[src/rtl/muxn_pkg.sv]
// rtl/muxn_pkg.sv - shared constants, types and the round-robin pick function for muxn_rr
package muxn_pkg;

    localparam int MUXN_DEF_N = 4;
    localparam int MUXN_DEF_W = 8;
    localparam int MUXN_MAX_N = 16;
    localparam int RR_IDX_W   = 4;

    typedef struct packed {
        logic                found;
        logic [RR_IDX_W-1:0] idx;
    } rr_pick_t;

    // First valid index scanning ptr, ptr+1, ..., n-1, 0, ..., ptr-1.
    // Inputs are padded to the maximum channel count; n is the live count.
    function automatic rr_pick_t rr_pick(
        input logic [MUXN_MAX_N-1:0] valid,
        input logic [RR_IDX_W-1:0]   ptr,
        input int                    n
    );
        rr_pick_t r;
        int       k;
        r = '0;
        for (int off = 0; off < MUXN_MAX_N; off++) begin
            if (off < n && !r.found) begin
                k = int'(ptr) + off;
                if (k >= n) begin
                    k = k - n;
                end
                if (valid[k]) begin
                    r.found = 1'b1;
                    r.idx   = RR_IDX_W'(k);
                end
            end
        end
        return r;
    endfunction

endpackage

[src/rtl/rr_arbiter.sv]
// rtl/rr_arbiter.sv - combinational round-robin arbiter with one-hot grant and encoded index
module rr_arbiter
    import muxn_pkg::*;
#(
    parameter  int N    = MUXN_DEF_N,
    localparam int CH_W = $clog2(N)
) (
    input  logic [N-1:0]    valid,
    input  logic [CH_W-1:0] ptr,
    input  logic            enable,
    output logic [N-1:0]    grant,
    output logic [CH_W-1:0] idx,
    output logic            found
);

    rr_pick_t pick;
    logic     unused_idx_bits;

    // Pick the winner; the one-hot grant is only raised when the consumer side can load.
    always_comb begin
        pick  = rr_pick(MUXN_MAX_N'(valid), RR_IDX_W'(ptr), N);
        found = pick.found;
        idx   = CH_W'(pick.idx);
        grant = '0;
        if (enable && pick.found) begin
            grant[idx] = 1'b1;
        end
    end

    // Upper index bits are always zero for small N; fold them away explicitly.
    assign unused_idx_bits = ^pick.idx;

endmodule

[src/rtl/muxn_rr.sv]
// rtl/muxn_rr.sv - N-channel round-robin mux with registered output; optional packet lock via MUXN_RR_PKT_LOCK_EN
module muxn_rr
    import muxn_pkg::*;
#(
    parameter  int N    = MUXN_DEF_N,
    parameter  int W    = MUXN_DEF_W,
    localparam int CH_W = $clog2(N)
) (
    input  logic            clk,
    input  logic            rst_n,
    input  logic [N*W-1:0]  in_data,
    input  logic [N-1:0]    in_valid,
    output logic [N-1:0]    in_ready,
`ifdef MUXN_RR_PKT_LOCK_EN
    input  logic [N-1:0]    in_last,
    output logic            out_last,
`endif
    output logic [W-1:0]    out_data,
    output logic            out_valid,
    input  logic            out_ready,
    output logic [CH_W-1:0] out_ch
);

    logic            load;
    logic            found;
    logic            xfer;
    logic [N-1:0]    arb_valid;
    logic [N-1:0]    grant;
    logic [CH_W-1:0] ptr;
    logic [CH_W-1:0] arb_ptr;
    logic [CH_W-1:0] idx;
    logic [CH_W-1:0] ptr_next;

    // The output slot can take a word when empty or being drained this cycle.
    assign load = !out_valid || out_ready;

`ifdef MUXN_RR_PKT_LOCK_EN
    logic            locked;
    logic [CH_W-1:0] lock_ch;

    // While a packet is open only its channel may compete.
    always_comb begin
        arb_valid = in_valid;
        arb_ptr   = ptr;
        if (locked) begin
            arb_valid          = '0;
            arb_valid[lock_ch] = in_valid[lock_ch];
            arb_ptr            = lock_ch;
        end
    end
`else
    assign arb_valid = in_valid;
    assign arb_ptr   = ptr;
`endif

    rr_arbiter #(.N(N)) u_arb (
        .valid  (arb_valid),
        .ptr    (arb_ptr),
        .enable (load && rst_n),
        .grant  (grant),
        .idx    (idx),
        .found  (found)
    );

    assign in_ready = grant;
    assign xfer     = load && found;
    assign ptr_next = (idx == CH_W'(N - 1)) ? '0 : idx + 1'b1;

    // Output word register: capture the granted word, or drop to empty when nobody requests.
    always_ff @(posedge clk or negedge rst_n) begin
        if (!rst_n) begin
            out_valid <= 1'b0;
            out_data  <= '0;
            out_ch    <= '0;
`ifdef MUXN_RR_PKT_LOCK_EN
            out_last  <= 1'b0;
`endif
        end else if (load) begin
            if (found) begin
                out_valid <= 1'b1;
                out_data  <= in_data[int'(idx)*W +: W];
                out_ch    <= idx;
`ifdef MUXN_RR_PKT_LOCK_EN
                out_last  <= in_last[idx];
`endif
            end else begin
                out_valid <= 1'b0;
            end
        end
    end

    // Round-robin pointer (and packet lock) advance only on an actual transfer.
    always_ff @(posedge clk or negedge rst_n) begin
        if (!rst_n) begin
            ptr     <= '0;
`ifdef MUXN_RR_PKT_LOCK_EN
            locked  <= 1'b0;
            lock_ch <= '0;
`endif
        end else if (xfer) begin
`ifdef MUXN_RR_PKT_LOCK_EN
            if (in_last[idx]) begin
                ptr    <= ptr_next;
                locked <= 1'b0;
            end else begin
                locked  <= 1'b1;
                lock_ch <= idx;
            end
`else
            ptr <= ptr_next;
`endif
        end
    end

endmodule

[config.mk]
export PLATFORM = sky130hd
export DESIGN_NAME = muxn_rr
export DESIGN_NICKNAME = d
export VERILOG_FILES = /design/src/rtl/muxn_pkg.sv /design/src/rtl/rr_arbiter.sv /design/src/rtl/muxn_rr.sv
export SDC_FILE = /design/constraint.sdc
export NUM_CORES = 1
export LEC_CHECK = 0
export BUFFER_PORTS_ARGS = -buffer_cell sky130_fd_sc_hd__buf_2
export CORE_MARGIN = 2
export CORE_UTILIZATION = 45
export DETAILED_ROUTE_END_ITERATION = 12
export PLACE_DENSITY = 0.68
export SYNTH_ARGS = -nofsm -noshare
export SYNTH_HDL_FRONTEND = slang
export SYNTH_SLANG_ARGS = --single-unit
[constraint.sdc]
create_clock -name clk -period 4.12 [get_ports clk]
set_input_delay 0 -clock clk [delete_from_list [all_inputs] [get_ports clk]]
set_output_delay 0 -clock clk [all_outputs]
set_load 0.01 [all_outputs]
==> key figures, run 1 <==
Synthesis
  • Mapped cell area: approximately 1900 um2
  • Register area share after synthesis: 17.31%
  • #FFs+latches synth: 13
  • Top FF cell, synth: dfrtp_1
  • Most common library cells after synthesis: 19 x inv_1, 19 x nor3_1, 16 x o211ai_1, 16 x o22ai_1
  • Yosys cell types: approximately 50
  • Cells after synthesis: ~230
  • EDFF count, synth: 0
  • Ranking of synthesized cells by area: dfrtp_1 17%, o311ai_1 6.5%, a221oi_2 6.4%
  • Syn avg cell area: 8.100 um2
  • Area leader, netlist: dfrtp_1
  • Synth top area share: between 10% and 20%
  • Syn_nets: around 280
  • Async SR Flop Fraction: 100.0%
  • Ys Warns: 0

Timing
  • Clock skew: about 0.95 ps
  • Max-slew violations: 0
  • Hold WS: 125.4 ps
  • Hold Fails Final Rpt: 0
  • Slew HR: 20.30%
  • Unrepaired setup endpoints after global routing: no
  • Total negative slack: 0 ps
  • Fmax achieved: about 270 MHz
  • Final setup viols: 0
  • Worst Tran Pin Value: 1191 ps
  • Final WS setup: about 420 ps
  • Fin crit period: around 3700 ps
  • Period utilization: about nine tenths

Global routing
  • Initial antenna violation count: 0
  • Vias in the first global route: approximately 1800
  • Pin count of the biggest net entering global routing: 34
  • GRT Total Usage: around 25%
  • Global-route wire length before repair: between 8000 and 9000 um
  • Remaining global-route overflow: 0

Clock tree
  • Clock latency on the worst-skew pair: ~250 ps
  • Clock sink total: 13
  • CTS tree: built
  • Clk slew on worst S/H paths: 60 ps
  • Post_cts resized: 0
  • Htree depth: 1
  • Root Buffer: clkbuf_8
  • TritonCTS Buffers: 3
  • CTS Buffer Depth: 2

Setup path
  • Max FO, Critical Path: 19
  • Worst EP arrival: approximately 3700 ps
  • CP Launch Type: flop
  • WS Path Type: flop to output pin
  • WP data required: roughly 4000 ps
  • Critical path capture point type: output pin

Hold path
  • Worst min path class: input pin to flop

Pwr
  • Worst VDD drop: 0.4253 mV
  • Leakage power figure: between 0.9 and 1 nW
  • Pint: between 0.8 and 0.9 mW
  • Sequential power share: between 10% and 20%
  • PD cells: 873.9 nW/um2
  • Combinational power share: a little over 80%
  • Sw power: approximately 1.0 mW
  • Power, Total: between 1.5 and 2 mW
  • Clock share of power: ~6.4%
  • Switching share of power: between 50% and 60%

Detailed routing
  • WL/cell: 17.42 um
  • Routed vias/inst: 6.472
  • DR vias: between 2000 and 2500
  • Final ANT Viol Nets: 0
  • Routed wire length: around 5600 um
  • First DRT Iteration DRCs: around 260
  • DRC violations left: 0
  • 1st-pass router iterations: 5

Place
  • Post-Place Setup Slack: around 720 ps
  • Port bufs: 53
  • Final HPWL DP: ~3800 um
  • Final GP Congestion: between 0.8 and 0.9

Final layout
  • Area grow syn2layout: 16.44%
  • Final core utilization: 54.71%
  • Nets: roughly 320
  • Diode count: 0
  • Share of cells above drive strength 1: roughly 31%
  • Fillers: 390

Die
  • I/O pin cnt: 54
  • Die area: around 4700 um2
  • Die height: slightly below 70 um
  • Die Wd: 68.63 um
  • Starting density of the core: between 40% and 50%
  • Core area: roughly 4000 um2
  • Rows: 23

Run
  • Max-cap viol count: 0

Run status
  • Status: complete, no violations
[power groups by stage]
stage               registers (mW)  clock network, mW  logic (mW)
finish                       0.231              0.123        1.56
CTS                          0.230              0.122        1.54
global placement             0.233                  0        1.53
floorplan                    0.253                  0        1.22
global route                 0.240              0.130        1.70
detailed placement           0.231                  0        1.53
[through the flow]
stage	area [um2]	std cells
6_report	2188	322
3_5_place_dp	2132	317
5_1_grt	2188	322
4_1_cts	2188	322
2_1_floorplan	1879	232
3_3_place_gp	2132	317
[logic make-up after synthesis]
| family | count (synthesis) | synth area share (%) |
|---|---|---|
| buffers and inverters | 43 | 10.39 |
| muxes | 7 | 4.061 |
| adders and majority gates | 5 | 3.329 |
| AOI/OAI and AO/OA | 106 | 47.61 |
| and+or+nand+nor | 57 | 16.85 |
| xor gates and xnor gates | 1 | 0.4661 |
| DFF | 13 | 17.31 |
[final timing paths]
kind	start	to	slack [ps]	cells after the start
max in group asynchronous	rst_n	arb_ptr[0]$_DFFE_PN0P_	3650	2
hold / removal	out_ready	arb_ptr[0]$_DFFE_PN0P_	130	4
min in group asynchronous	rst_n	out_data[6]$_DFFE_PN0P_	190	2
setup / recovery	arb_ptr[0]$_DFFE_PN0P_	in_ready[1]	420	12
setup reg to reg	arb_ptr[0]$_DFFE_PN0P_	arb_ptr[1]$_DFFE_PN0P_	640	11
hold reg to reg	out_ch[1]$_DFFE_PN0P_	out_ch[1]$_DFFE_PN0P_	490	1
[layout make-up]
cell class | count | area (um2) | area share (%)
multi-input cells | 176 | 1370 | 62.61
clock inverters | 1 | 5.005 | 0.2287
inverters | 21 | 78.83 | 3.602
flip-flops and latches | 13 | 325.3 | 14.87
repair buffers | 58 | 305.3 | 13.95
clock buffers | 3 | 41.29 | 1.887
well taps | 50 | 62.56 | 2.859
[worst max-delay path, stage by stage (launching register included)]
cell,delay [ps]
dfrtp_1,350
buf_4,230
inv_2,60
ha_1,430
inv_1,130
nor3_2,960
o21ai_2,410
nand2_1,190
a21o_1,180
inv_2,50
ha_1,160
and3_1,150
buf_2,130
[registers in the layout, summed over array words and instances (netlist names)]
name       flops
out_valid      1
out_data       8
out_ch         2
arb_ptr        2
[layer usage]
layer,wire length (um),GRT usage [%]
met4,72,6.000
met2,2326,35.22
met3,439,2.597
met5,0,0
met1,2769,38.53
[cell usage in the layout (no fill, tap or decap), types with 3 or more instances in the layout]
cell type and n:
inv_1 19, o32ai_1 8, nor2_1 14, a21oi_1 11, a221oi_2 8, mux2i_1 5
buf_2 53, buf_4 4, o21ai_0 8, clkbuf_8 3, nor3_1 19, nor2b_1 9
o22ai_1 16, ha_1 5, dfrtp_1 13, a211o_1 8, o211ai_1 16, o311ai_1 14
[repair_timing]
action / in CTS / in global routing
buffers inserted: 0 / 0
hold buffers: 1 / 0
hold endpoints to repair: 13 / 0
Power figures use the tool's default switching activity.
==> run 2, diff against run 1 <==
--- a/config.mk
+++ b/config.mk
@@ -9,7 +9,10 @@
 export CORE_MARGIN = 2
 export CORE_UTILIZATION = 45
 export DETAILED_ROUTE_END_ITERATION = 12
+export HOLD_SLACK_MARGIN = 0.05
 export PLACE_DENSITY = 0.68
+export SETUP_SLACK_MARGIN = 0.5
+export SLEW_MARGIN = 10
 export SYNTH_ARGS = -nofsm -noshare
 export SYNTH_HDL_FRONTEND = slang
 export SYNTH_SLANG_ARGS = --single-unit
==> run 2 against run 1 <==
- clock skew about the same
- cell area increased by 0.29%
- via count increased by 1.1%
- sequential share of layout area about the same
- register-to-register slack improved by 170 ps
- clock-buffer cell count unchanged
- maximum frequency increased by 8.1%
- routed wire length unchanged
- critical path type unchanged
- largest cell class unchanged
- highest routed layer unchanged
==> key figures, run 2 (synthesized netlist as in run 1, its figures left out) <==
Pwr
  • Sw power: approximately 1.1 mW
  • Switching share of power: between 50% and 60%
  • PD cells: 877.4 nW/um2
  • Leakage power figure: 0.9672 nW
  • Pint: between 0.8 and 0.9 mW
  • Combinational power share: approximately four fifths
  • Worst VDD drop: between 0.4 and 0.5 mV
  • Sequential power share: between 10% and 20%
  • Clock share of power: about 6.3%

Setup path
  • Worst r2r path cells: 9
  • CP max-delay cell: a21boi_4
  • CP startpoint: arb_ptr[0]$_DFFE_PN0P_
  • Worst R2R Setup Slack: ~810 ps
  • Worst r2r src: arb_ptr[0]$_DFFE_PN0P_
  • WP data required: roughly 4100 ps
  • Worst reg2reg endpoint: out_data[2]$_DFFE_PN0P_
  • CP peak stage delay: between 700 and 800 ps
  • Critical path capture point type: output pin
  • Setup crit end: in_ready[1]
  • CP Launch Type: flop
  • Worst EP arrival: 3430 ps
  • Crit path cell chain: buf_4, inv_2, ha_1, inv_1, or3_4, a21boi_4, nor3_1, a21o_1, inv_2, ha_1, and3_1, buf_2
  • WS Path Type: flop to output pin
  • Max FO, Critical Path: 33

Final layout
  • Area grow syn2layout: 16.78%
  • Share of cells above drive strength 1: a little under a third
  • Commonest cells after routing, fill and taps aside: 53 x buf_2, 19 x inv_1, 19 x nor3_1, 16 x o22ai_1, 16 x o211ai_1
  • Design area: ~2200 um2
  • Biggest register: out_data
  • Max reg flops: 8
  • Diode count: 0
  • Layout Cells excl Fill: 322
  • Most common cell after layout, fill and taps aside: buf_2
  • Nets: between 300 and 400
  • Fillers: around 390

Detailed routing
  • DR vias: 2106
  • First DRT Iteration DRCs: 253
  • Routed wire length: 5609 um
  • Routed vias/inst: 6.540
  • 1st-pass router iterations: 5
  • WL/cell: between 15 and 20 um
  • DRC violations left: 0
  • Final ANT Viol Nets: 0

Timing
  • Fin crit period: between 3000 and 4000 ps
  • Fmax achieved: roughly 290 MHz
  • Clock skew: between 0.8 and 0.9 ps
  • Final setup viols: 0
  • Period utilization: between 80% and 90%
  • Unrepaired setup endpoints after global routing: no
  • Hold Fails Final Rpt: 0
  • Max-slew violations: 0
  • Worst Tran Pin Value: between 1000 and 1500 ps
  • Slew HR: 18.78%
  • Total negative slack: 0 ps

Global routing
  • Pin count of the biggest net entering global routing: 34
  • Initial antenna violation count: 0
  • GRT Total Usage: about a quarter
  • Global-route wire length before repair: 8859 um
  • Remaining global-route overflow: 0
  • Vias in the first global route: about 1800

Die
  • I/O pin cnt: 54
  • Starting density of the core: approximately 47%
  • Core area: around 4000 um2
  • Die Wd: a little under 70 um
  • Rows: 23
  • Die height: between 60 and 70 um
  • Die area: 4709 um2

Clock tree
  • TritonCTS Buffers: 3
  • Clock sink total: 13
  • CTS tree: built
  • CTS Buffer Depth: 2
  • Clk slew on worst S/H paths: ~60 ps
  • Htree depth: 1
  • Root Buffer: clkbuf_8
  • Clock latency on the worst-skew pair: about 250 ps

Place
  • Final HPWL DP: between 3000 and 4000 um
  • Placed Area: approximately 2100 um2
  • Inst Count DP: ~320
  • Final GP Congestion: 0.8692
  • Port bufs: 53

Run status
  • Status: complete, no violations

Run
  • Max-cap viol count: 0

Hold path
  • Worst min path class: input pin to flop
run 2: cell counts in the layout (fill, tap and decap cells not counted):
Identical to the previous run, type by type.
run 2: final cells by class:
type | instances | area [um2] | area share [%]
Multi-Input combinational cell | 176 | 1376 | 62.71
Sequential cell | 13 | 325.3 | 14.82
Timing Repair Buffer | 58 | 305.3 | 13.91
Inverter | 21 | 78.83 | 3.592
Tap cell | 50 | 62.56 | 2.851
Clock buffer | 3 | 41.29 | 1.881
Clock inverter | 1 | 5.005 | 0.2281
run 2: how the worst min path moves through the flow:
stage | cells past startpoint | slack [ps] | to | start
6_report | 4 | 130 | arb_ptr[0]$_DFFE_PN0P_ | out_ready
5_1_grt | 4 | 180 | arb_ptr[0]$_DFFE_PN0P_ | out_ready
4_1_cts | 4 | 130 | arb_ptr[0]$_DFFE_PN0P_ | out_ready
3_5_place_dp | 1 | -70 | out_data[4]$_DFFE_PN0P_ | rst_n
3_3_place_gp | 1 | -80 | out_data[4]$_DFFE_PN0P_ | rst_n
2_1_floorplan | 0 | -300 | arb_ptr[0]$_DFFE_PN0P_ | rst_n
run 2: worst max-delay path, delay by kind of cell, from the launching register on:
family / cells / cell delay [ps]
buffers and inverters: 5 / 640
adder cells (fa/ha/maj): 2 / 550
AO/OA/AOI/OAI: 2 / 940
AND/OR/NAND/NOR: 3 / 690
flip-flops: 1 / 350
run 2: metrics by stage:
stage          util, %  hold WS, ps  power, mW  worst slack [ps]
2_1_floorplan        -       -295.6      1.477             945.1
3_5_place_dp     53.30       -69.52      1.763             722.6
6_report         54.86        130.4      1.926             694.0
5_1_grt          54.86        177.1      2.081             518.2
4_1_cts          54.86        132.2      1.904             734.7
3_3_place_gp     53.30       -76.05      1.761             794.9
run 2: timing repair:
| action | CTS | global route |
|---|---|---|
| hold buffers | 1 | 0 |
| setup endpoints to repair | 1 | 0 |
| gates resized for setup | 1 | 0 |
| setup buffers | 0 | 0 |
| endpoints found under the hold margin | 13 | 0 |
run 2: power groups by stage:
| stage | sequential, mW | clock [mW] | combinational [mW] |
|---|---|---|---|
| 6_report | 0.231 | 0.122 | 1.57 |
| 5_1_grt | 0.240 | 0.130 | 1.71 |
| 3_5_place_dp | 0.231 | 0 | 1.53 |
| 4_1_cts | 0.230 | 0.122 | 1.55 |
| 3_3_place_gp | 0.233 | 0 | 1.53 |
| 2_1_floorplan | 0.253 | 0 | 1.22 |
run 2: per-layer routing:
layer | up-vias | GRT usage (%) | routed length, um
li1 | 1010 | - | -
met2 | 95 | 35.22 | 2362
met1 | 993 | 38.57 | 2768
met5 | - | 0 | 0
met4 | 0 | 6.000 | 72
met3 | 8 | 2.597 | 405
==> run 3, diff against run 2 <==
==> constraint.sdc (replaced) <==
create_clock -name clk -period 3.4 [get_ports clk]
set_input_delay 0 -clock clk [delete_from_list [all_inputs] [get_ports clk]]
set_output_delay 0 -clock clk [all_outputs]
set_load 0.01 [all_outputs]
==> run 3 against run 2 <==
- highest routed layer unchanged
- non-clock buffer count rose by 7
- critical path depth rose by 1
- final cell count rose by 2.2%
- utilization rose by 2.3 points
- clock power rose by 13%
- clock skew rose by 1.4 ps
==> key figures, run 3 (synthesized netlist as in run 1, its figures left out) <==
Place
  • Final GP Congestion: approximately 0.84
  • Final HPWL DP: just under 4000 um
  • Port bufs: 53
  • Post-Place Setup Slack: 408.6 ps

Detailed routing
  • Routed wire length: 5625 um
  • 1st-pass router iterations: 5
  • DR vias: 2106
  • First DRT Iteration DRCs: between 200 and 300
  • Final ANT Viol Nets: 0
  • WL/cell: 17.10 um
  • Routed vias/inst: roughly 6.4
  • DRC violations left: 0

Timing
  • Final setup viols: 0
  • Worst Tran Pin Value: around 740 ps
  • Slew HR: 50.86%
  • Hold Fails Final Rpt: 0
  • Fmax achieved: ~370 MHz
  • Max-slew violations: 0
  • Fin crit period: 2711 ps
  • Period utilization: 79.73%
  • Hold WS: around 150 ps
  • Unrepaired setup endpoints after global routing: no
  • Clock skew: between 2 and 2.5 ps
  • Final WS setup: 689.0 ps
  • Total negative slack: 0 ps

Clock tree
  • CTS tree: built
  • Clk slew on worst S/H paths: 50 ps
  • Clock sink total: 13
  • Clock latency on the worst-skew pair: 240 ps
  • Root Buffer: clkbuf_8
  • CTS Buffer Depth: 2
  • Htree depth: 1
  • TritonCTS Buffers: 3

Pwr
  • Worst VDD drop: roughly 0.52 mV
  • Leakage power figure: roughly 1 nW
  • Power, Total: 2.459 mW
  • PD cells: around 1100 nW/um2

Run status
  • Status: complete, no violations

Setup path
  • Worst EP arrival: around 2700 ps
  • WS Path Type: flop to output pin
  • Worst reg2reg endpoint: out_data[5]$_DFFE_PN0P_
  • Worst r2r path cells: 8
  • Worst R2R Setup Slack: a little under 800 ps
  • Critical path capture point type: output pin
  • CP Launch Type: flop
  • Max FO, Critical Path: 22
  • Worst r2r src: arb_ptr[1]$_DFFE_PN0P_
  • WP data required: around 3400 ps

Final layout
  • Commonest cells after routing, fill and taps aside: 53 x buf_2, 19 x inv_1, 19 x nor3_1, 16 x o22ai_1, 16 x o211ai_1
  • Area grow syn2layout: 21.70%
  • Share of cells above drive strength 1: approximately a third
  • Biggest register: out_data
  • Max reg flops: 8
  • Fillers: 379
  • Diode count: 0
  • Most common cell after layout, fill and taps aside: buf_2
  • Final core utilization: between 50% and 60%
  • Nets: approximately 320

Run
  • Max-cap viol count: 0

Global routing
  • Remaining global-route overflow: 0
  • Vias in the first global route: between 1500 and 2000
  • Pin count of the biggest net entering global routing: 34
  • Global-route wire length before repair: 8852 um
  • Initial antenna violation count: 0
  • GRT Total Usage: roughly 24%

Die
  • Starting density of the core: between 40% and 50%
  • I/O pin cnt: 54
  • Die Wd: approximately 70 um
  • Die height: approximately 69 um
  • Die area: about 4700 um2
  • Core area: 4000 um2
  • Rows: 23

Hold path
  • Worst min path class: input pin to flop
  • Min-Delay Path Depth: 4
  • Hold_sp: out_ready
  • Hold EP: arb_ptr[0]$_DFFE_PN0P_
-- run 3: cell count changes in the layout (fill, tap and decap cells not counted), moves of 2 or more --
cell / delta
o311ai_2: +2
o311ai_1: -2
buf_4: +5
buf_6: +2
-- run 3: area by class of cell --
type | count | area (um2) | share of cell area (%)
multi-input cells | 176 | 1409 | 61.60
repair buffers | 65 | 365.4 | 15.97
flip-flops and latches | 13 | 326.6 | 14.28
inverters | 21 | 78.83 | 3.446
well taps | 50 | 62.56 | 2.735
clock buffers | 4 | 45.04 | 1.969
-- run 3: worst max-delay path by stage --
stage,from,cells after the start,end
after CTS,arb_ptr[1]$_DFFE_PN0P_,8,out_data[4]$_DFFE_PN0P_
after global placement,arb_ptr[1]$_DFFE_PN0P_,8,out_data[5]$_DFFE_PN0P_
after detailed placement,arb_ptr[1]$_DFFE_PN0P_,8,out_data[5]$_DFFE_PN0P_
final,arb_ptr[0]$_DFFE_PN0P_,13,in_ready[1]
after global routing,arb_ptr[0]$_DFFE_PN0P_,13,in_ready[1]
after floorplan,arb_ptr[0]$_DFFE_PN0P_,13,out_data[0]$_DFFE_PN0P_
-- run 3: through the flow --
stage,std cells,area [um2]
floorplan,232,1908
global placement,321,2177
detailed placement,321,2177
CTS,329,2265
global route,329,2287
finish,329,2287
-- run 3: worst max-delay path, stage by stage, from the launching register on --
cell and delay [ps]:
dfrtp_1 400, buf_6 190, ha_1 200, nor2b_2 190
nor3_2 230, buf_6 210, o21ai_2 60, buf_4 190
nand2_1 90, a21o_1 180, inv_2 60, ha_1 170
and3_1 150, buf_2 130
-- run 3: per-layer routing --
layer	up-vias	wire (um)	track usage (%)
li1	1016	-	-
met1	984	2653	37.40
met2	97	2520	36.54
met3	9	403	2.273
met4	0	47	3.750
met5	-	0	0
-- run 3: report_power, final --
group | internal, mW | switching, mW | leakage (nW)
combinational | 0.848 | 1.19 | 0.825
sequential | 0.236 | 0.0484 | 0.152
clock | 0.0827 | 0.0548 | 0.0228
total | 1.17 | 1.29 | 0.999
-- run 3: timing repair --
| action | CTS | global route |
|---|---|---|
| hold buffers | 1 | 0 |
| resized for setup | 4 | 6 |
| buffers inserted | 3 | 0 |
| endpoints found under the hold margin | 13 | 0 |
| setup endpoints to repair | 11 | 11 |
| pin swaps | 2 | 0 |
